## src/rtl/alarm_pkg.sv

```systemverilog
// Shared types and defaults for the alarm buzzer driver and its tone generator.
package alarm_pkg;

  typedef enum logic [2:0] {
    ST_IDLE,
    ST_BEEP_ON,
    ST_BEEP_OFF,
    ST_SNOOZE,
    ST_SILENCED
  } buzz_state_t;

  localparam int DEF_TONE_DIV       = 25000;
  localparam int DEF_BEEP_ON_TICKS  = 5;
  localparam int DEF_BEEP_OFF_TICKS = 5;
  localparam int DEF_SNOOZE_TICKS   = 3000;
  localparam int DEF_TIMEOUT_TICKS  = 600;

  // Width needed to count 0..n-1, never less than one bit.
  function automatic int cnt_w(input int n);
    return (n > 1) ? $clog2(n) : 1;
  endfunction

  function automatic int max3(input int a, input int b, input int c);
    int m;
    m = (a > b) ? a : b;
    return (m > c) ? m : c;
  endfunction

endpackage

```

## src/rtl/alarm_tone_gen.sv

```systemverilog
// Square-wave tone: toggles every TONE_DIV cycles while enabled; counter and tone
// are held cleared whenever the enable is low, so each burst starts from a known phase.
module alarm_tone_gen
  import alarm_pkg::*;
#(
  parameter int TONE_DIV = DEF_TONE_DIV
) (
  input  logic clk,
  input  logic reset,
  input  logic en_i,
  output logic tone_o
);

  localparam int            TW   = cnt_w(TONE_DIV);
  localparam logic [TW-1:0] LAST = TW'(TONE_DIV - 1);

  logic [TW-1:0] cnt_q, cnt_d;
  logic          tone_q, tone_d;

  always_comb begin
    cnt_d  = '0;
    tone_d = 1'b0;
    if (en_i) begin
      if (cnt_q == LAST) begin
        cnt_d  = '0;
        tone_d = ~tone_q;
      end else begin
        cnt_d  = cnt_q + TW'(1);
        tone_d = tone_q;
      end
    end
  end

  always_ff @(posedge clk) begin
    if (reset) begin
      cnt_q  <= '0;
      tone_q <= 1'b0;
    end else begin
      cnt_q  <= cnt_d;
      tone_q <= tone_d;
    end
  end

  assign tone_o = tone_q;

endmodule

```

## src/rtl/alarm_buzzer_driver.sv

```systemverilog
// Turns the alarm-match level into a beep cadence with snooze and auto-silence timeout.
// Snooze support is built only when ALARM_BUZZER_SNOOZE_EN is defined.
module alarm_buzzer_driver
  import alarm_pkg::*;
#(
  parameter int TONE_DIV       = DEF_TONE_DIV,
  parameter int BEEP_ON_TICKS  = DEF_BEEP_ON_TICKS,
  parameter int BEEP_OFF_TICKS = DEF_BEEP_OFF_TICKS,
  parameter int SNOOZE_TICKS   = DEF_SNOOZE_TICKS,
  parameter int TIMEOUT_TICKS  = DEF_TIMEOUT_TICKS
) (
  input  logic clk,
  input  logic reset,
  input  logic alarm_in,
  input  logic tick,
  input  logic snooze,
  output logic buzzer,
  output logic active,
  output logic snoozing
);

  localparam int            PW       = cnt_w(max3(BEEP_ON_TICKS, BEEP_OFF_TICKS, SNOOZE_TICKS));
  localparam int            TW       = cnt_w(TIMEOUT_TICKS);
  localparam logic [PW-1:0] ON_LAST  = PW'(BEEP_ON_TICKS - 1);
  localparam logic [PW-1:0] OFF_LAST = PW'(BEEP_OFF_TICKS - 1);
  localparam logic [TW-1:0] TO_LAST  = TW'(TIMEOUT_TICKS - 1);

  buzz_state_t   state_q, state_d;
  logic [PW-1:0] phase_q, phase_d;
  logic [TW-1:0] timeout_q, timeout_d;
  logic          active_q, snoozing_q;
  logic          beeping;
  logic          snz_evt;
  logic          tone;

`ifdef ALARM_BUZZER_SNOOZE_EN
  localparam logic [PW-1:0] SNZ_LAST = PW'(SNOOZE_TICKS - 1);
  logic snooze_q;

  assign snz_evt = snooze & ~snooze_q;

  always_ff @(posedge clk) begin
    if (reset) snooze_q <= 1'b0;
    else       snooze_q <= snooze;
  end
`else
  logic unused_snooze;

  assign snz_evt       = 1'b0;
  assign unused_snooze = snooze;
`endif

  // Alarm release beats timeout, timeout beats snooze, snooze beats cadence.
  always_comb begin
    state_d = state_q;
    beeping = (state_q == ST_BEEP_ON) || (state_q == ST_BEEP_OFF);
    if (!alarm_in) begin
      state_d = ST_IDLE;
    end else if (beeping && tick && (timeout_q == TO_LAST)) begin
      state_d = ST_SILENCED;
    end else if (beeping && snz_evt) begin
      state_d = ST_SNOOZE;
    end else begin
      case (state_q)
        ST_IDLE:     state_d = ST_BEEP_ON;
        ST_BEEP_ON:  if (tick && (phase_q == ON_LAST))  state_d = ST_BEEP_OFF;
        ST_BEEP_OFF: if (tick && (phase_q == OFF_LAST)) state_d = ST_BEEP_ON;
`ifdef ALARM_BUZZER_SNOOZE_EN
        ST_SNOOZE:   if (tick && (phase_q == SNZ_LAST)) state_d = ST_BEEP_ON;
`endif
        default:     state_d = state_q;
      endcase
    end

    if (state_d != state_q)
      phase_d = '0;
    else if (tick && (beeping || (state_q == ST_SNOOZE)))
      phase_d = phase_q + PW'(1);
    else
      phase_d = phase_q;

    // Held through snooze so the timeout spans the whole alarm session.
    if (state_q == ST_IDLE)
      timeout_d = '0;
    else if (tick && beeping && (timeout_q != TO_LAST))
      timeout_d = timeout_q + TW'(1);
    else
      timeout_d = timeout_q;
  end

  always_ff @(posedge clk) begin
    if (reset) begin
      state_q    <= ST_IDLE;
      phase_q    <= '0;
      timeout_q  <= '0;
      active_q   <= 1'b0;
      snoozing_q <= 1'b0;
    end else begin
      state_q    <= state_d;
      phase_q    <= phase_d;
      timeout_q  <= timeout_d;
      active_q   <= (state_d == ST_BEEP_ON) || (state_d == ST_BEEP_OFF);
      snoozing_q <= (state_d == ST_SNOOZE);
    end
  end

  alarm_tone_gen #(
    .TONE_DIV (TONE_DIV)
  ) u_tone (
    .clk    (clk),
    .reset  (reset),
    .en_i   (state_q == ST_BEEP_ON),
    .tone_o (tone)
  );

  assign buzzer   = tone & (state_q == ST_BEEP_ON);
  assign active   = active_q;
  assign snoozing = snoozing_q;

endmodule

```

## config.mk

```make
export PLATFORM = sky130hd
export DESIGN_NAME = alarm_buzzer_driver
export DESIGN_NICKNAME = d
export VERILOG_FILES = /design/src/rtl/alarm_pkg.sv /design/src/rtl/alarm_tone_gen.sv /design/src/rtl/alarm_buzzer_driver.sv
export SDC_FILE = /design/constraint.sdc
export NUM_CORES = 1
export LEC_CHECK = 0
export BUFFER_PORTS_ARGS = -buffer_cell sky130_fd_sc_hd__buf_2
export CAP_MARGIN = 20
export CORE_MARGIN = 8
export CORE_UTILIZATION = 55
export DETAILED_ROUTE_END_ITERATION = 8
export PLACE_DENSITY_LB_ADDON = 0.08
export SLEW_MARGIN = 25
export SYNTH_ARGS = -nofsm -noshare
export SYNTH_HDL_FRONTEND = slang
export SYNTH_SLANG_ARGS = --single-unit
```

## constraint.sdc

```tcl
create_clock -name clk -period 1.6 [get_ports clk]
set_input_delay 0.32 -clock clk [delete_from_list [all_inputs] [get_ports clk]]
set_output_delay 0.32 -clock clk [all_outputs]
set_load 0.005 [all_outputs]
```

### After elaboration in Yosys (flattened, before gate mapping)

Index checks and enable logic that the tools add are counted.

* word-level logic and storage cells: 42
* output and inout bits: 3
* bits in latches: 0
* input port bits: 5
* memory bits (writable): 0
* memories: 0
* flip-flop bits (word level): 43
* ROM bits: 0

* reduce and logical (&&, ||, !) cells: 13
* multiply operators: 0
* add/subtract/negate cells: 3
* mux-type cells: 5
* $lt $le $gt $ge: 0
* bitwise operators: 3
* equal/unequal tests: 11
* shift operators: 0
* divide/modulo/power cells: 0

Operators with widths (number)
* $add A15 B1 Y15 const B: 1
* $eq A15 B15 Y1 const B: 1
* $add A12 B1 Y12 const B: 1
* $eq A12 B3 Y1 const B: 1
* $eq A3 B2 Y1 const B: 4
* $mux W3: 4
* $add A10 B1 Y10 const B: 1
* $eq A10 B10 Y1 const B: 1
* $ne A10 B10 Y1 const B: 1
* $pmux W3 S3: 1
* $eq A3 B1 Y1 const B: 2
* $reduce_or A2 Y1: 3
* $logic_and A1 B1 Y1: 5
* $logic_not A3 Y1: 1
* $logic_or A1 B1 Y1: 3
* $ne A3 B3 Y1: 1
* $reduce_or A3 Y1: 1
* $not A1 Y1: 2
* $and A1 B1 Y1: 1

### Logic depth before layout (Yosys ltp)

Gate-level depths: netlist of the first run.

* depth after elaboration: 8
* mapped depth: 8
* mapped depth without buffers: 7

### Modules after synthesis

Synthesis of the first run repeated with hierarchy kept, for this count alone.

* cells, all modules: 235
* area, all modules: 2078.2 sq um

By module, submodules not included
* alarm_buzzer_driver: times used 1, sequential area each 540.5 sq um, area each 1377.6 sq um, cells each 159
* alarm_tone_gen: times used 1, sequential area each 320.3 sq um, area each 700.7 sq um, cells each 76

### Worst setup path before layout of the first run

Ideal clock, no wire load.

* path type: register to register
* start point: register u_tone.cnt_q[0]
* end point: register u_tone.cnt_q[12]
* arrival: 1641 ps
* library setup time: 70 ps
* required time: 1530 ps
* buffers on the path: 0
* period minus slack after synthesis: 1711 ps
* path slack: -111 ps
* cell stages (with the launch flop): 6
* cell sequence: dfxtp_1 -> ha_1 -> nand3_1 -> or4_1 -> or3_1 -> a21oi_1

* cells in the longest elaborated chain, start to end: 2
* elaborated cells on any way between the ends: 3
* those cells by class: 1 x add/sub; 1 x eq/ne; 1 x reduce/logical

RTL lines
* start: declaration: line alarm_tone_gen.sv:17 `logic [TW-1:0] cnt_q, cnt_d;`
* start signal: assignment: line alarm_tone_gen.sv:39 `cnt_q <= cnt_d;`
* branches (longest 2 deep; another with $add A15 B1 Y15)

Several ways; the timed one is not identified.
A chain may end at the register's enable or synchronous reset.

### Worst setup path after layout of the first run

* start point: register timeout_q[5]
* end point: register phase_q[1]

* cells in the longest elaborated chain, start to end: 6

RTL lines
* start: declaration: line alarm_buzzer_driver.sv:30 `logic [TW-1:0] timeout_q, timeout_d;`
* start signal: assignment: line alarm_buzzer_driver.sv:101 `timeout_q <= timeout_d;`
* $eq A10 B10 Y1: line alarm_buzzer_driver.sv:59 `end else if (beeping && tick && (timeout_q == TO_LAST)) begin`
* $logic_and A1 B1 Y1: line alarm_buzzer_driver.sv:59
* $mux W3: line alarm_buzzer_driver.sv:59
* $mux W3: line alarm_buzzer_driver.sv:57 `if (!alarm_in) begin`
* $ne A3 B3 Y1: line alarm_buzzer_driver.sv:75 `if (state_d != state_q)`
* $reduce_or A2 Y1 (no line)
* end signal: assignment: line alarm_buzzer_driver.sv:100 `phase_q <= phase_d;`
* end: declaration: line alarm_buzzer_driver.sv:29 `logic [PW-1:0] phase_q, phase_d;`

Every way passes these cells.

==> metrics.txt, run 1 <==
vias in the first global route=1,873; Netlist cell types=45; Placer Congestion=0.819; Setup crit end kind=register; Reg clk slew, reported paths=0.08 ns; Synth area leader=dfxtp_1; Post-Syn Area=2210 µm²; Root Driver=clkbuf_8; DR iter-0 viols=45; largest family of logic cells by synthesized area=simple AND/OR/NAND/NOR gates; Worst-Skew Late Latency=0.30 ns; Longest Clk Path Bufs=2; worst path arrival time=1.88 ns; failing checks=setup timing; Starting Density=56.1%; Mean Syn Cell Area=9.14 µm²; synthesized instance count=242; Post-DRT Antenna Nets=0; DRT Pass-1 Iters=4; via count=1,908; Tmin final=1.69 ns; maximum vdd drop=0.453 mV; clock skew=0.00682 ns; pre-CTS WS=-0.133 ns; Worst EP required=1.79 ns; Max FO, Critical Path=12; Seq/Total Area, Yosys=38.9%; max frequency=590 MHz; Core Region=3940 µm²; Final nets=318; synthesis-stage register bit count=43; RSZ-0062 raised after global routing=true; Congestion Overflow GR=0; Worst Hold Class=in -> reg; Post-CTS Hold Buffers=0; commonest non-fill, non-tap cell in the layout=buf_4; diode count=0; DP Wirelength=3280 µm; total of warnings raised by yosys=0; Avg Vias per Cell=5.30; post-synthesis adder-cell area fraction=2.26%; H-tree Lvls=2; Clock Sinks=43; Slew Viols, Final=0; first-pass GRT wire length=8300 µm; worst setup margin=-0.0942 ns; fraction of layout cells with a size suffix above 1=45.8%; mux share of post-synthesis cell area=1.36%; CTS tree=yes; startpoint types=register; post-synth top area share=38.9%; Area after DPL=2700 µm²; most frequent cells in the layout=buf_4, dfxtp_1, nor2_1; Worst-Margin Slew=0.410 ns; initial antenna violation count=0; port bufs=6; Post-Synth XOR/XNOR Area=13.5%; Max-Slew Margin vs Limit=72.4%; post-synthesis compound-gate area fraction=6.05%; post-synthesis simple-gate area fraction=33.2%; Final Setup Violations=28; Net Count, Synth=251; Tcrit/Tclk final=106%; die width=79.4 µm; post-route cell area=3080 µm²; Row Count=23; critical path type=reg -> reg; Fin Setup TNS=-1.86 ns; drt drc=0; Static Leak=1.15 nW; Routed WL=5030 µm; gr usage total=16.1%; Die ar.=6310 µm²; Synth area leaders=dfxtp_1, xnor2_1, xor2_1; fillcell total=269; DIE HEIGHT=79.4 µm; largest net degree at the start of global routing=13; Avg WL per Cell=14.0 µm; Ports=8; Num CTS Buffers=5; Layout area overhead=39.3%; Hold Vio Cnt, Final=0; status=finished with violations; max-cap viol count=0; Pwr Density=616 nW/µm²
worst paths after layout:
path              depth (start not counted)  slack [ns]             from         endpoint
setup / recovery                          6       -0.09     timeout_q[5]       phase_q[1]
hold / removal                            2        0.33            reset       state_q[0]
setup reg to reg                          6       -0.09     timeout_q[5]       phase_q[1]
hold reg to reg                           2        0.53  u_tone.cnt_q[0]  u_tone.cnt_q[0]
layer usage:
layer	part of all wire (%)	global-route usage (%)
met1	46	18.9
met2	51	27.8
met5	0	0
met4	1.4	6.11
met3	1.7	3.72
synthesized netlist by cell type, drive strengths merged:
library cell   n
and4bb         1
a211oi         1
o21bai         1
nor2          32
nor4b          7
a21o           2
and3           1
or4b           1
or3            4
nand4          6
clkbuf         1
nor3b          3
nand2         21
and2b          1
xnor2         16
or4            2
a31oi          1
inv           10
ha             4
a211o          1
a2bb2oi        1
xor2          16
buf            6
and3b          1
o21ai          5
nand2b         1
and4           1
dfxtp         43
nor4           8
and2           2
nand3         16
mux2i          3
a21oi          5
nor3          18
kinds of logic (layout without fill, tap and decap cells):
kind of cell | after synthesis | count (layout)
fa+ha+maj | 4 | 4
compound gates | 17 | 18
buf+inv | 17 | 84
flops | 43 | 43
xor+xnor | 32 | 32
mux | 3 | 3
simple gates | 126 | 126
layout make-up:
class	instances	area (µm²)	share of cell area [%]
Clock buffer	7	76.3	2.48
Clock inverter	1	5.00	0.162
Inverter	10	37.5	1.22
Multi-Input combinational cell	183	1510	48.9
Sequential cell	43	881	28.6
Tap cell	50	62.6	2.03
Timing Repair Buffer	66	512	16.6
worst max-delay path: stages (launching register included):
cell       delay, ns
dfxtp_2         0.33
and4bb_1        0.28
nand4_2         0.12
or4_4           0.45
a2bb2oi_4       0.18
buf_12          0.17
nor4b_2         0.05
state kept, by name, summed over array words and instances (netlist names):
| register | cells |
|---|---|
| u_tone.tone_o | 1 |
| u_tone.cnt_q | 15 |
| active | 1 |
| snoozing | 1 |
| state_q | 3 |
| phase_q | 12 |
| timeout_q | 10 |
where the power goes:
| part | total [W] | switching (W) | internal, W |
|---|---|---|---|
| clock network | 0.000669 | 0.000362 | 0.000307 |
| logic | 0.000153 | 0.0000838 | 0.0000689 |
| registers | 0.00108 | 0.00000456 | 0.00107 |
through the flow:
stage               instances  util (%)  total power, W  hold slack [ns]
CTS                       358      72.0         0.00190            0.327
detailed placement        348      68.4         0.00123            0.509
global placement          348      68.4         0.00123            0.493
floorplan                 242         -         0.00118            0.417
global route              360      78.2         0.00197            0.349
finish                    360      78.2         0.00190            0.332
what timing repair did:
item | in CTS | in global routing
buffers inserted | 1 | 2
pin swaps | 8 | 24
hold endpoints to repair | 0 | 0
resized for setup | 12 | 55
setup endpoints to repair | 32 | 35
gates cloned | 1 | 0
No activity file was read; power rests on OpenSTA's default activity.
==> run 2, diff against run 1 <==
--- a/config.mk
+++ b/config.mk
@@ -5,6 +5,7 @@
 export SDC_FILE = /design/constraint.sdc
 export NUM_CORES = 1
 export LEC_CHECK = 0
+export ABC_AREA = 1
 export BUFFER_PORTS_ARGS = -buffer_cell sky130_fd_sc_hd__buf_2
 export CAP_MARGIN = 20
 export CORE_MARGIN = 8
==> metrics.txt, run 2 <==
status=finished with violations; failing checks=setup timing; synthesized instance count=294 (+21%); Avg Vias per Cell=5.13 (-3.1%); Root Driver=clkbuf_8; Critical path buffers and inverters=3 (+2); CP endpoint=phase_q[2]; Slew Viols, Final=0 (unchanged); die width=78.0 µm (-1.8%); Longest Clk Path Bufs=2 (unchanged); Post-DRT Antenna Nets=0 (unchanged); total power draw=0.00211 W (+11%); CTS tree=yes; Die ar.=6080 µm² (-3.5%); gr usage total=15.7% (-0.41 points); Static Leak=1.14 nW (-1.4%); Biggest register=u_tone.cnt_q; Top delay family on crit path=simple AND/OR/NAND/NOR gates; maximum vdd drop=0.577 mV (+27%); top-count cell post-synth=nand2_1; initial antenna violation count=0 (unchanged); Post-synth EDFFs=0 (unchanged); Largest register FFs=15 (unchanged); most frequent cells in the layout=buf_4, inv_1, nand2_1; Crit-path slowest cell=dfxtp_2; Setup crit end kind=register; hold depth=2 (unchanged); CP cell instances=inv_2, ha_4, nand3_4, nor2_4, buf_4, nand4_1, nand3_2, nand2_1, nand2_1, nand3_2, buf_6, nor2_2; max-cap viol count=0 (unchanged); Crit path depth=12 (+6); startpoint types=register; Row Count=22 (-4.3%); Netlist cell types=31 (-31%); worst setup margin=-0.131 ns (-0.0365 ns); R2R depth=12 (+6); Tmin final=1.73 ns (+0.0365 ns); vias in the first global route=1,850 (-1.2%); Seq/Total Area, Yosys=40.7% (+1.8 points); commonest non-fill, non-tap cell in the layout=buf_4; Worst-Margin Slew=0.271 ns (-0.139 ns); commonest register cell after synthesis=dfxtp_1; critical path type=reg -> reg; fraction of layout cells with a size suffix above 1=40.7% (-5.1 points); RR Startpoint=phase_q[1]; total of warnings raised by yosys=0 (unchanged); Mean Syn Cell Area=7.19 µm² (-21%); Pwr Density=707 nW/µm² (+15%); Clock Sinks=43 (unchanged); r2r setup slk=-0.13 ns (-0.04 ns); port bufs=6 (unchanged); pre-CTS WS=-0.135 ns (-0.00164 ns); Starting Density=57.3% (+1.2 points); Critical path origin=phase_q[1]; Final nets=364 (+14%); Max-Slew Margin vs Limit=81.8% (+9.3 points); Async S/R FF share, synth=0% (unchanged); Num CTS Buffers=5 (unchanged); largest net degree at the start of global routing=16 (+3); max frequency=578 MHz (-2.1%); Placer Congestion=0.812 (-0.94%); Net Count, Synth=303 (+21%); Ports=8 (unchanged); Worst Hold Class=in -> reg; Worst-Skew Late Latency=0.31 ns (about the same); Routed WL=5370 µm (+6.9%); post-synth top area share=40.7% (+1.8 points); DRT Pass-1 Iters=4 (unchanged); via count=2,074 (+8.7%); DP Wirelength=3120 µm (-5.0%); clock skew=0.0120 ns (+0.00521 ns); drt drc=0 (unchanged); RSZ-0062 raised after global routing=true; synthesis-stage register bit count=43 (unchanged); Layout area overhead=41.3%; diode count=0 (unchanged); worst path arrival time=1.97 ns (+0.09 ns); Max FO, Critical Path=6 (-6); H-tree Lvls=2 (unchanged); Hold Vio Cnt, Final=0 (unchanged); Synth area leaders=dfxtp_1, nand2_1, nor2_1; Largest regs=u_tone.cnt_q x15, phase_q x12, timeout_q x10; FF-to-FF End=phase_q[2]; Worst EP required=1.84 ns (+0.05 ns); Post-Syn Area=2110 µm² (-4.4%); Tcrit/Tclk final=108% (+2.3 points); DR iter-0 viols=144 (+220%); Final Setup Violations=16 (-43%); Congestion Overflow GR=0 (unchanged); top cells by count, synth=nand2_1, nor2_1, dfxtp_1; slowest stage delay, CP=0.33 ns (-0.12 ns); Synth area leader=dfxtp_1; DIE HEIGHT=78.0 µm (-1.8%); Avg WL per Cell=13.3 µm (-4.8%); Core Util, Final=81.0% (+2.8 points); first-pass GRT wire length=7790 µm (-6.1%); Reg clk slew, reported paths=0.09 ns (about the same); Core Region=3690 µm² (-6.4%); Fin Setup TNS=-1.60 ns (+0.256 ns)
## run 2: cell count changes after synthesis, sizes merged, moves of 7 or more
cell   before  now
a21oi       5   14
inv        10   46
nand2      21   48
nor2       32   57
nor4b       7    0
o21ai       5   13
xnor2      16    3
## run 2: where the power goes
part | total [W] | switching [W] | leakage (nW) | internal (W)
Sequential | 0.00108 | 0.00000420 | 0.352 | 0.00108
Combinational | 0.000138 | 0.0000784 | 0.725 | 0.0000594
Clock | 0.000896 | 0.000422 | 0.0587 | 0.000474
## run 2: final cells by class
type	instances	area, µm²
fillers	241	701
inverters	47	179
clock buffers	5	68.8
flip-flops and latches	43	875
multi-input cells	202	1330
repair buffers	56	424
clock inverters	3	47.5
well taps	48	60.1
## run 2: cells by family after synthesis
kind of cell,share of synthesized area (%)
adders and majority gates,2.37
buffers and inverters,9.05
muxes,0.533
AOI/OAI and AO/OA,7.46
and+or+nand+nor,32.8
DFF,40.7
xor gates and xnor gates,7.04
## run 2: what timing repair did
action	in CTS	in global routing
hold buffers	0	0
resized for setup	27	54
setup buffers	5	8
gates cloned	1	0
pin swaps	11	20
endpoints found under the setup margin	15	36
hold endpoints to repair	0	0
## run 2: worst reg2reg max path: cells and delay by family, from the launching register on
| kind | cells | cell delay (ns) |
|---|---|---|
| fa+ha+maj | 1 | 0.14 |
| flops | 1 | 0.33 |
| simple gates | 8 | 0.81 |
| buf+inv | 3 | 0.38 |
## run 2: how the worst min path moves through the flow
stage | start | end
floorplan | reset | state_q[0]
global placement | u_tone.cnt_q[0] | u_tone.cnt_q[0]
detailed placement | u_tone.cnt_q[0] | u_tone.cnt_q[0]
CTS | reset | state_q[0]
global route | reset | state_q[0]
finish | reset | state_q[1]
## run 2: metrics by stage
step / instance area (µm²) / hold WS [ns] / cells
floorplan: 2120 / 0.392 / 294
global placement: 2490 / 0.434 / 384
detailed placement: 2490 / 0.440 / 384
CTS: 2770 / 0.256 / 398
global route: 2990 / 0.245 / 404
finish: 2990 / 0.250 / 404
## run 2: metal layers
layer	track usage (%)	wire length [µm]
met1	17.7	2290
met2	27.2	2680
met3	5.07	191
met4	5.74	213
met5	0	0
